===== config.mk =====
export PLATFORM = sky130hd
export DESIGN_NAME = pipelined_lca_adder
export DESIGN_NICKNAME = d
export VERILOG_FILES = /design/src/rtl/pipelined_lca_adder.sv
export SDC_FILE = /design/constraint.sdc
export NUM_CORES = 1
export LEC_CHECK = 0
export ABC_AREA = 1
export BUFFER_PORTS_ARGS = -buffer_cell sky130_fd_sc_hd__buf_4
export CAP_MARGIN = 20
export CORE_ASPECT_RATIO = 1.75
export CORE_MARGIN = 5
export CORE_UTILIZATION = 57
export CTS_CLUSTER_DIAMETER = 50
export DETAILED_ROUTE_END_ITERATION = 10
export GPL_TIMING_DRIVEN = 0
export PLACE_DENSITY = 0.78
export SETUP_SLACK_MARGIN = 0.02
export SLEW_MARGIN = 5
export SYNTH_ARGS = -nofsm -noshare
export SYNTH_HDL_FRONTEND = slang
export SYNTH_SLANG_ARGS = --single-unit

===== constraint.sdc =====
create_clock -name clk -period 2.1 [get_ports clk]
set_clock_uncertainty 0.2 [all_clocks]
set_input_delay 0.42 -clock clk [delete_from_list [all_inputs] [get_ports clk]]
set_output_delay 0.42 -clock clk [all_outputs]
set_load 0.02 [all_outputs]

===== src/rtl/pipelined_lca_adder.sv =====
// Pipelined wide adder: one 4-bit lookahead-carry slice per stage, with the slice carry
// registered between stages and a global valid/ready stall.
module lca_stage #(
  parameter int WIDTH = 16,
  parameter int K     = 0
) (
  input  logic             clk,
  input  logic             rst_n,
  input  logic             adv,
  input  logic [WIDTH-1:0] a,
  input  logic [WIDTH-1:0] b,
  input  logic             c,
  input  logic [WIDTH-1:0] s,
  output logic [WIDTH-1:0] a_q,
  output logic [WIDTH-1:0] b_q,
  output logic             c_q,
  output logic             c3_q,
  output logic [WIDTH-1:0] s_q
);
  logic [3:0]       p, g, sl;
  logic [4:0]       cy;
  logic [WIDTH-1:0] s_nxt;

  assign p = a[4*K +: 4] ^ b[4*K +: 4];
  assign g = a[4*K +: 4] & b[4*K +: 4];

  // Every carry is a flat sum of products from g/p and the slice carry-in.
  assign cy[0] = c;
  assign cy[1] = g[0] | (p[0] & cy[0]);
  assign cy[2] = g[1] | (p[1] & g[0]) | (p[1] & p[0] & cy[0]);
  assign cy[3] = g[2] | (p[2] & g[1]) | (p[2] & p[1] & g[0]) | (p[2] & p[1] & p[0] & cy[0]);
  assign cy[4] = g[3] | (p[3] & g[2]) | (p[3] & p[2] & g[1]) | (p[3] & p[2] & p[1] & g[0])
               | (p[3] & p[2] & p[1] & p[0] & cy[0]);
  assign sl    = p ^ cy[3:0];

  always_comb begin
    s_nxt          = s;
    s_nxt[4*K +: 4] = sl;
  end

  always_ff @(posedge clk or negedge rst_n) begin
    if (!rst_n) begin
      a_q  <= '0;
      b_q  <= '0;
      c_q  <= 1'b0;
      c3_q <= 1'b0;
      s_q  <= '0;
    end else if (adv) begin
      a_q  <= a;
      b_q  <= b;
      c_q  <= cy[4];
      c3_q <= cy[3];
      s_q  <= s_nxt;
    end
  end
endmodule

module pipelined_lca_adder #(
  parameter int WIDTH = 16
) (
  input  logic             clk,
  input  logic             rst_n,
  input  logic             in_valid,
  output logic             in_ready,
  input  logic [WIDTH-1:0] a,
  input  logic [WIDTH-1:0] b,
  input  logic             cin,
  output logic             out_valid,
  input  logic             out_ready,
  output logic [WIDTH-1:0] sum,
  output logic             cout,
  output logic             ovf
);
  localparam int STAGES = WIDTH / 4;

  // Element 0 is the operand port side; element k+1 is the register bank of stage k.
  logic [WIDTH-1:0] a_p [STAGES+1];
  logic [WIDTH-1:0] b_p [STAGES+1];
  logic [WIDTH-1:0] s_p [STAGES+1];
  logic             c_p [STAGES+1];
  logic             c3_p [STAGES+1];
  logic [STAGES-1:0] vld_pipe;
  logic             adv;

  assign adv       = !out_valid | out_ready;
  assign in_ready  = adv;
  assign out_valid = vld_pipe[STAGES-1];

  assign a_p[0]  = a;
  assign b_p[0]  = b;
  assign s_p[0]  = '0;
  assign c_p[0]  = cin;
  assign c3_p[0] = 1'b0;

  always_ff @(posedge clk or negedge rst_n) begin
    if (!rst_n)   vld_pipe <= '0;
    else if (adv) vld_pipe <= STAGES'({vld_pipe, in_valid});
  end

  for (genvar k = 0; k < STAGES; k++) begin : g_stage
    lca_stage #(.WIDTH(WIDTH), .K(k)) u_stage (
      .clk  (clk),
      .rst_n(rst_n),
      .adv  (adv),
      .a    (a_p[k]),
      .b    (b_p[k]),
      .c    (c_p[k]),
      .s    (s_p[k]),
      .a_q  (a_p[k+1]),
      .b_q  (b_p[k+1]),
      .c_q  (c_p[k+1]),
      .c3_q (c3_p[k+1]),
      .s_q  (s_p[k+1])
    );
  end

  assign sum  = s_p[STAGES];
  assign cout = c_p[STAGES];
  assign ovf  = c3_p[STAGES] ^ c_p[STAGES];
endmodule


==> results by stage <==
Run status:
- The flow ran to the end, and the final reports show no timing, DRC or antenna violations.

Finish:
- The fraction of final layout cells sized beyond drive strength 1 is 15.9%.
- The number of inserted diodes is 0.
- The number of nets in the layout is roughly 610.
- The count of placed standard cells in the final layout, fillers left out is 639.
- After filler insertion, the fill cell instance count of the layout stands at roughly 570.
- The multi-input combinational cells in the finished layout cover a total of 0.00157 mm^2.
- The sequential cell area is 0.00243 mm^2.
- Compared with the post-synthesis result, the final layout area differs by 20.7%.

Timing:
- The final period demand of the worst path is 1.95 ns.
- The final critical path takes up between 90% and 100% of the cycle.
- At the pin with the least slew margin, the transition time is 0.620 ns.
- The count of endpoints failing hold in the final timing report came to 0.
- The number of pins with negative max-slew slack in the final report is 0.
- The setup violation total in the final timing report is 0.
- In this run the tightest slew margin relative to its limit is 58.6%.
- Adding up every negative setup slack in the final design gives 0 ns.
- The maximum clock frequency is approximately 510 MHz.
- Setup repair after global routing left no endpoint under its margin.

Worst setup path:
- The cell with the biggest individual delay on the critical path is sky130_fd_sc_hd__dfrtp_1.
- The signal arrival time at the worst endpoint is approximately 1.3 ns.
- Across all register-to-register paths, the minimum setup slack is between 0.3 and 0.4 ns.
- Traced cell by cell, the critical path runs through inv_1 -> nor2_4 -> inv_4 -> buf_6 -> buf_4.
- The worst register-to-register path ends at g_stage[3].u_stage.s_q[15]$_DFFE_PN0P_.
- Counting cells, the worst reg-to-reg path comes to 7.
- The kind of end point of the critical path is an output port.
- STA puts the critical path data required time at about 1.5 ns.
- The launching point of the worst reg2reg path is g_stage[2].u_stage.a_q[14]$_DFFE_PN0P_.
- STA classifies the critical path startpoint as a flop.
- The critical path is of the reg2out type.
- The biggest fanout along the worst timing path is 14.
- The delay of the slowest critical-path stage is 0.38 ns.

Power and ir drop:
- The clock network is responsible for 21.4% of the overall power.
- The leakage power is 0.00273 uW.
- VDD sags by at most 0.825 mV.
- The cell-internal power is 4820 uW.
- The net switching power is 2880 uW.
- Of the total power, registers draw 40.6%.
- In this run switching power makes up 37.4% of total power.
- The completed layout was analyzed and its total power is 7700 uW.
- Of the total power, combinational logic draws 38.0%.
- For this design the ratio of total power to cell area is 1510 mW/mm^2.

Job:
- The tool flagged a number of max-cap violations equal to 0.

Logic synthesis:
- The share of the Yosys chip area taken by registers is 57.5%.
- Summed over its instances, the top area cell type makes up between 50% and 60% of the synthesized netlist area.
- sky130_fd_sc_hd__dfrtp_1 takes more of the synthesized area than any other cell.
- The number of enable-type register cells in the synthesized netlist is 0.
- The synthesized netlist contains 20 unique library cells.
- Each instance of the synthesized netlist takes up on average ~8.8 um^2.
- The net count of the mapped netlist is roughly 540.
- For this run, the number of Yosys warnings is 0.
- Sorting the synthesized cells by area gives the leading types as sky130_fd_sc_hd__dfrtp_1 (58%), sky130_fd_sc_hd__nand2_1 (19%), sky130_fd_sc_hd__ha_1 (4.7%).
- In the synthesized netlist the async set-or-reset flop fraction comes to 100%.
- The commonest cells after synthesis are sky130_fd_sc_hd__nand2_1 (215), sky130_fd_sc_hd__dfrtp_1 (97), sky130_fd_sc_hd__inv_1 (33), sky130_fd_sc_hd__o21ai_1 (25), sky130_fd_sc_hd__nor2_1 (17).
- The commonest register cell after synthesis is sky130_fd_sc_hd__dfrtp_1.
- After synthesis the netlist holds a flip-flop and latch count of 97.
- Summing every instance area after synthesis gives 0.00422 mm^2.
- The count of mapped cells out of synthesis is 480.
- By instance count, the leading cell after synthesis is sky130_fd_sc_hd__nand2_1.

Die:
- After floorplanning, the core was divided into 41 placement rows.
- Once the floorplan was initialized, standard cells occupied about 58% of the core.
- 57 I/O pins were placed.
- The height of the die is between 100 and 150 um.
- The core region is 0.00723 mm^2.
- The floorplan step defined a die boundary enclosing 0.00929 mm^2.
- The floorplan die width is 75.0 um.

Global routing:
- The pin count of the biggest net entering global routing is 52.
- The via count of the first global-routing pass is roughly 3400.
- The number of antenna violations at the first check in global routing is 0.
- The sum of overflow across all layers after global routing is 0.
- The first-pass GRT wire length is 15500 um.
- The global-route usage over all layers is between 20% and 30%.

Clock tree:
- The maximum clock insertion buffer count is 2.
- TritonCTS built the clock tree.
- The cell sitting at the root of the clock tree is a sky130_fd_sc_hd__clkbuf_16.
- Counting every sink on the clock net gives 97.
- Clock latency on the worst-skew pair, taken at its later pin, is 0.35 ns.
- Clock-pin slew was measured on the worst setup and hold paths at 0.07 ns.
- In this run the number of H-tree levels came out at 3.
- The CTS buffer count is 9.

Routing:
- Across all layers, the routed design uses 3324 vias.
- Dividing the detail-routed wire length by the instance count gives 14.5 um.
- The count of antenna-violating nets left after detailed routing is 0.
- The DRC violation total after the first TritonRoute iteration is 251.
- The total wire length is 9250 um.
- Before antenna repair, the detailed router went through 4 iterations.
- The via density per instance is 5.20.
- In the routed design, unresolved DRC markers number 0.

Place:
- Including well taps, the total number of placed cells is 623.
- Routability-driven placement finished with a final weighted congestion of 0.856.
- In this run the tool buffered the top-level ports with 56 buffer cells.
- The post-DP HPWL is about 6600 um.

Min path:
- The number of stages on the worst hold path is 3.
- The tightest min-delay check is of the in2reg type.
- The start point of the worst min-delay path is b[5].
- The end point of the most critical hold path is g_stage[0].u_stage.b_q[5]$_DFFE_PN0P_.
[how the worst max path moves through the flow]
| stage | endpoint | slack (ns) | startpoint |
|---|---|---|---|
| global placement | in_ready | 0.06 | out_ready |
| detailed placement | in_ready | 0.04 | out_ready |
| finish | in_ready | 0.15 | vld_pipe[3]$_DFFE_PN0P_ |
| floorplan | in_ready | 0.38 | vld_pipe[3]$_DFFE_PN0P_ |
| global route | in_ready | 0.08 | vld_pipe[3]$_DFFE_PN0P_ |
| CTS | in_ready | 0.06 | vld_pipe[3]$_DFFE_PN0P_ |
[power by group through the flow]
stage,clock [uW],combinational [uW],sequential (uW)
after floorplan,0,1800,3250
after global placement,0,2790,3120
after detailed placement,0,2900,3150
after CTS,1660,2950,3130
after global routing,1730,3350,3230
final,1650,2920,3130
[critical path, delay by kind of cell, from the launching register on]
kind                   cells  cell delay (ns)
DFF                        1             0.38
and+or+nand+nor            1             0.06
buffers and inverters      4             0.54
[final cells by class]
cell class | count | share of cell area (%)
Inverter | 34 | 2.56
Clock inverter | 3 | 0.786
Tap cell | 86 | 2.11
Clock buffer | 12 | 5.04
Timing Repair Buffer | 59 | 9.14
Sequential cell | 97 | 47.7
Multi-Input combinational cell | 329 | 30.9
Buffer | 19 | 1.79
[registers in the layout, indices dropped and copies added, names as in the netlist]
signal / cells
g_stage.u_stage.s_q: 40
g_stage.u_stage.a_q: 24
g_stage.u_stage.c_q: 4
vld_pipe: 4
g_stage.u_stage.b_q: 24
g_stage.u_stage.c3_q: 1
[timing repair]
action	4_1_cts	5_1_grt
hold buffers	1	0
hold endpoints to repair	46	0
gates resized for setup	2	1
pin swaps	1	0
buffers inserted	1	0
gates cloned	0	0
endpoints found under the setup margin	1	1
[metal layers]
layer  track usage, %  wire, um
met1             26.4      3690
met2             38.6      4900
met3             2.67       438
met4             12.5       220
met5                0         0
[placed cells by master (no fill, tap or decap)]
master	count
sky130_fd_sc_hd__dlygate4sd3_1	1
sky130_fd_sc_hd__a31oi_1	1
sky130_fd_sc_hd__buf_2	7
sky130_fd_sc_hd__buf_16	1
sky130_fd_sc_hd__nand3_1	16
sky130_fd_sc_hd__o21ai_1	25
sky130_fd_sc_hd__buf_4	58
sky130_fd_sc_hd__clkbuf_16	9
sky130_fd_sc_hd__nor2_4	1
sky130_fd_sc_hd__inv_1	33
sky130_fd_sc_hd__nand2_1	215
sky130_fd_sc_hd__or2_2	5
sky130_fd_sc_hd__o21ai_0	16
sky130_fd_sc_hd__nor2_1	17
sky130_fd_sc_hd__clkbuf_8	2
sky130_fd_sc_hd__bufinv_16	1
sky130_fd_sc_hd__buf_1	1
sky130_fd_sc_hd__fa_1	4
sky130_fd_sc_hd__nand4_1	4
sky130_fd_sc_hd__dfrtp_1	97
sky130_fd_sc_hd__xor2_1	5
sky130_fd_sc_hd__clkinv_2	2
sky130_fd_sc_hd__inv_4	1
sky130_fd_sc_hd__ha_1	16
sky130_fd_sc_hd__a21oi_1	4
sky130_fd_sc_hd__buf_6	1
sky130_fd_sc_hd__clkbuf_1	10
[cells by family after synthesis]
family	share of synthesized area, %
AND/OR/NAND/NOR	24.1
AO/OA/AOI/OAI	5.49
adder cells (fa/ha/maj)	6.64
flip-flops	57.5
XOR/XNOR	1.04
buffers and inverters	5.16
[stage by stage]
stage | instance area (um^2) | util (%) | hold slack [ns] | setup WS [ns]
2_1_floorplan | 4220 | - | -0.0756 | 0.380
3_3_place_gp | 4750 | 65.6 | 0.250 | 0.0558
3_5_place_dp | 4770 | 66.0 | 0.253 | 0.0424
4_1_cts | 5090 | 70.4 | 0.0647 | 0.0627
5_1_grt | 5090 | 70.4 | 0.0700 | 0.0819
6_report | 5090 | 70.4 | 0.0630 | 0.149
No activity file was read; power rests on OpenSTA's default activity.
